File: src/rtl/counter_pkg.sv
// Shared constants and types for the scannable counter.
package counter_pkg;

  localparam int unsigned COUNT_WIDTH = 8;

  typedef logic [COUNT_WIDTH-1:0] count_t;

endpackage : counter_pkg

File: src/rtl/scan_dff.sv
// One scannable flop: synchronous active-high reset, scan data wins over functional data when se=1.
module scan_dff (
  input  logic clk,
  input  logic rst,
  input  logic d,
  input  logic si,
  input  logic se,
  output logic q
);

  always_ff @(posedge clk) begin
    if (rst)
      q <= 1'b0;
    else if (se)
      q <= si;
    else
      q <= d;
  end

endmodule : scan_dff

File: src/rtl/counter.sv
// Free-running WIDTH-bit counter whose register doubles as a serial scan chain (bit 0 in, MSB out).
module counter
  import counter_pkg::*;
#(
  parameter int unsigned WIDTH = COUNT_WIDTH
) (
  input  logic             clk,
  input  logic             rst,
  input  logic             scan_en,
  input  logic             scan_in,
  output logic             scan_out,
  output logic [WIDTH-1:0] result
);

  logic [WIDTH-1:0] cnt;
  logic [WIDTH-1:0] cnt_inc;
  logic [WIDTH-1:0] scan_chain;

  assign cnt_inc    = cnt + WIDTH'(1);
  // Serial input of each bit is its lower neighbour; bit 0 takes scan_in.
  assign scan_chain = {cnt[WIDTH-2:0], scan_in};

  for (genvar i = 0; i < WIDTH; i++) begin : g_bit
    scan_dff u_scan_dff (
      .clk (clk),
      .rst (rst),
      .d   (cnt_inc[i]),
      .si  (scan_chain[i]),
      .se  (scan_en),
      .q   (cnt[i])
    );
  end

  assign result   = cnt;
  assign scan_out = cnt[WIDTH-1];

endmodule : counter

File: config.mk
export PLATFORM = sky130hd
export DESIGN_NAME = counter
export DESIGN_NICKNAME = d
export VERILOG_FILES = /design/src/rtl/counter_pkg.sv /design/src/rtl/scan_dff.sv /design/src/rtl/counter.sv
export SDC_FILE = /design/constraint.sdc
export NUM_CORES = 1
export LEC_CHECK = 0
export BUFFER_PORTS_ARGS = -buffer_cell sky130_fd_sc_hd__buf_2
export CAP_MARGIN = 20
export CORE_AREA = 2 2 39 41
export DETAILED_ROUTE_END_ITERATION = 8
export DIE_AREA = 0 0 41 43
export GPL_TIMING_DRIVEN = 0
export HOLD_SLACK_MARGIN = 0.02
export SLEW_MARGIN = 15
export SYNTH_ARGS = -nofsm -noshare
export SYNTH_HDL_FRONTEND = slang
export SYNTH_SLANG_ARGS = --single-unit
File: constraint.sdc
create_clock -name clk -period 1.8 [get_ports clk]
set_input_delay 0.27 -clock clk [delete_from_list [all_inputs] [get_ports clk]]
set_output_delay 0.27 -clock clk [all_outputs]
set_load 0.005 [all_outputs]
==> summary.md <==
| Metric | Value |
|---|---|
| Max Cap Viol | 0 |
| Share of the synthesized area in the top cell type | approximately a third |
| Switch share | between 20% and 30% |
| Nets | 76 |
| Fmax | 0.736 GHz |
| CTS root buf | clkbuf_4 |
| Worst EP required | about 2 ns |
| Total global-route track usage | 12.9% |
| Crit path arrival time | 1.52 ns |
| Leakage | about 0.27 nW |
| Unique cell type count in the Yosys netlist | 24 |
| Status | finished, final reports clean |
| Clk slew on worst S/H paths | 0.06 ns |
| Comb power frac | 10.8% |
| Synthesized instance count | 55 |
| Final core occ | between 40% and 50% |
| Largest register FFs | 8 |
| Initial antenna violation count | 0 |
| Synthesized cell area | 475 sq um |
| Top post-synthesis cells by area | dfxtp_1 (34%), buf_4 (13%), a21oi_1 (7.4%), and4_2 (4.2%), nand3_1 (4.2%) |
| Crit path cell chain | ha_1 -> and4_2 -> and4_1 -> nor4_1 |
| RSZ-0062 raised after global routing | false |
| Minimum clock period after layout | 1.36 ns |
| Clk Latency, worst-skew pair | 0.25 ns |
| NetSw | 92.8 uW |
| Setup Buffers After CTS | 0 |
| Syn avg cell area | 8.64 sq um |
| P_int | 281 uW |
| Routed Antenna Nets | 0 |
| Largest delay share family, worst path | simple AND/OR/NAND/NOR gates |
| Final GP Congestion | 0.802 |
| Initial DRC Count | 12 |
| Register area share after synthesis | 33.7% |
| Longest Clk Path Bufs | 2 |
| Reg with most FFs | g_bit.u_scan_dff.q |
| Initial Util | 34.4% |
| Max FO, Critical Path | 7 |
| Diodes inserted | 0 |
| Crit path largest cell delay | 0.37 ns |
| Die ar. | 1760 sq um |
| Layout cell share with drive strength beyond 1 | 40.6% |
| # rows | 14 |
| Cts repair resizes | 0 |
| DRT Pass-1 Iters | 4 |
| Dpl cell area | 551 sq um |
| Pre-CTS setup slack | between 0.4 and 0.5 ns |
| Setup WS post-layout | about 0.44 ns |
| Global-route wire length before repair | 1.50 mm |
| Crit start category | register |
| Clk_skew | 0.00124 ns |
| Tightest Pin Transition | 0.403 ns |
| Clk sinks | 8 |
| Crit. End Element | register |
| Vias per std cell | 5.13 |
| Synthesis Warnings | 0 |
| Global route overflow | 0 |
| Largest area contributor in the netlist | dfxtp_1 |
| Htree depth | 1 |
| Largest registers | g_bit.u_scan_dff.q (8) |
| WP buf/inv | 0 |
| Dpl cells | just over 80 |
| Top post-synthesis cells by count | buf_4 (8), dfxtp_1 (8), a21oi_1 (7), nand3_1 (4) |
| Die Height | between 40 and 50 microns |
| Horiz. Die Dim | 41 microns |
| Worst slew margin | 73.1% |
| Fin crit share | 75.5% |
| CTS tree | built |
| Flop pwr share | 51.4% |
| Crit path kind | register to register |
| PD cells | 652 nW/um^2 |
| Design Area, Final | between 500 and 600 sq um |
| Fillers | ~160 |
| Clock share of power | 37.8% |
| Total wire length | 936 microns |
| IO buf count | 11 |
| Post-synth net total | 60 |
| Maximum VDD drop | 0.314 mV |
| Worst Hold Class | input pin to register |
| Hold buffers post-CTS | 0 |
| Crit path max-delay cell type | dfxtp_1 |
| Area growth from synthesis to layout | 20.5% |
| Count of flip-flops with a built-in enable after synthesis | 0 |
| Io pins | 13 |
| Hold Vio Cnt, Final | 0 |
| Vias | 436 |
| Async SR Flop Fraction | 0% |
| Top_reg_cell synth | dfxtp_1 |
| Residual DRC | 0 |
| Non-filler cells, final | 85 |
| Vias in the first global route | 362 |
| Setup TNS | 0 ns |
| Largest net degree at the start of global routing | 11 |
| Core Region | approximately 1400 sq um |
| Final setup violation count | 0 |
| Drt wl/cell | 11.0 microns |
| Final Max Slew Viols | 0 |
| Synth Register Bits | 8 |
| CTS Buf Count | 3 |
[metrics by stage]
step | total power [mW] | hold slack, ns
global route | 0.399 | 0.292
CTS | 0.379 | 0.242
global placement | 0.236 | 0.500
floorplan | 0.223 | 0.413
finish | 0.373 | 0.245
detailed placement | 0.237 | 0.508
[cell type report]
class                           instances  area, sq um  share of cell area [%]
Sequential cell                         8          160                    27.9
Multi-Input combinational cell         35          239                    41.7
Clock buffer                            3         22.5                    3.93
Tap cell                               16         20.0                    3.49
Buffer                                 10         68.8                    12.0
Timing Repair Buffer                   11         55.1                    9.61
Inverter                                2         7.51                    1.31
[cell families after synthesis]
| group | synth area share, % |
|---|---|
| buffers and inverters | 16.1 |
| flip-flops | 33.7 |
| XOR/XNOR | 1.84 |
| AND/OR/NAND/NOR | 28.9 |
| adder cells (fa/ha/maj) | 2.63 |
| multiplexers | 2.11 |
| AO/OA/AOI/OAI | 14.7 |
[worst reg2reg max path: cells and delay by family (launching register included)]
kind / cells / cell delay, ns
DFF: 1 / 0.37
adders and majority gates: 1 / 0.27
and+or+nand+nor: 3 / 0.64
[worst paths after layout]
kind         depth (start not counted)  slack (ns)               endpoint                  start
min                                  3        0.25  g_bit[0].u_scan_dff.q                scan_in
min reg2reg                          2        0.54  g_bit[2].u_scan_dff.q  g_bit[1].u_scan_dff.q
max reg2reg                          4        0.44  g_bit[6].u_scan_dff.q  g_bit[0].u_scan_dff.q
max                                  4        0.44  g_bit[6].u_scan_dff.q  g_bit[0].u_scan_dff.q
[power groups by stage]
stage / registers (mW) / clock network, mW / logic [mW]
3_5_place_dp: 0.196 / 0 / 0.0409
2_1_floorplan: 0.193 / 0 / 0.0292
4_1_cts: 0.192 / 0.146 / 0.0410
5_1_grt: 0.193 / 0.159 / 0.0462
6_report: 0.192 / 0.141 / 0.0402
3_3_place_gp: 0.196 / 0 / 0.0399
[placed cells by master (no fill, tap or decap), types with 2 or more instances in the layout]
cell and instances:
dfxtp_1 8, o21ai_0 3, nand3_1 4, and4_2 2, and3b_1 2, nand2_1 2, inv_1 2, buf_2 12
buf_4 8, a21oi_1 7, nor2_1 3, clkbuf_4 3
[per-layer routing]
layer	vias up	GRT usage, %	wire, microns
met5	-	0	0
met4	0	10.0	34
met3	4	4.71	59
met2	11	17.8	403
met1	200	15.4	439
li1	221	-	-
Power figures use the tool's default switching activity.
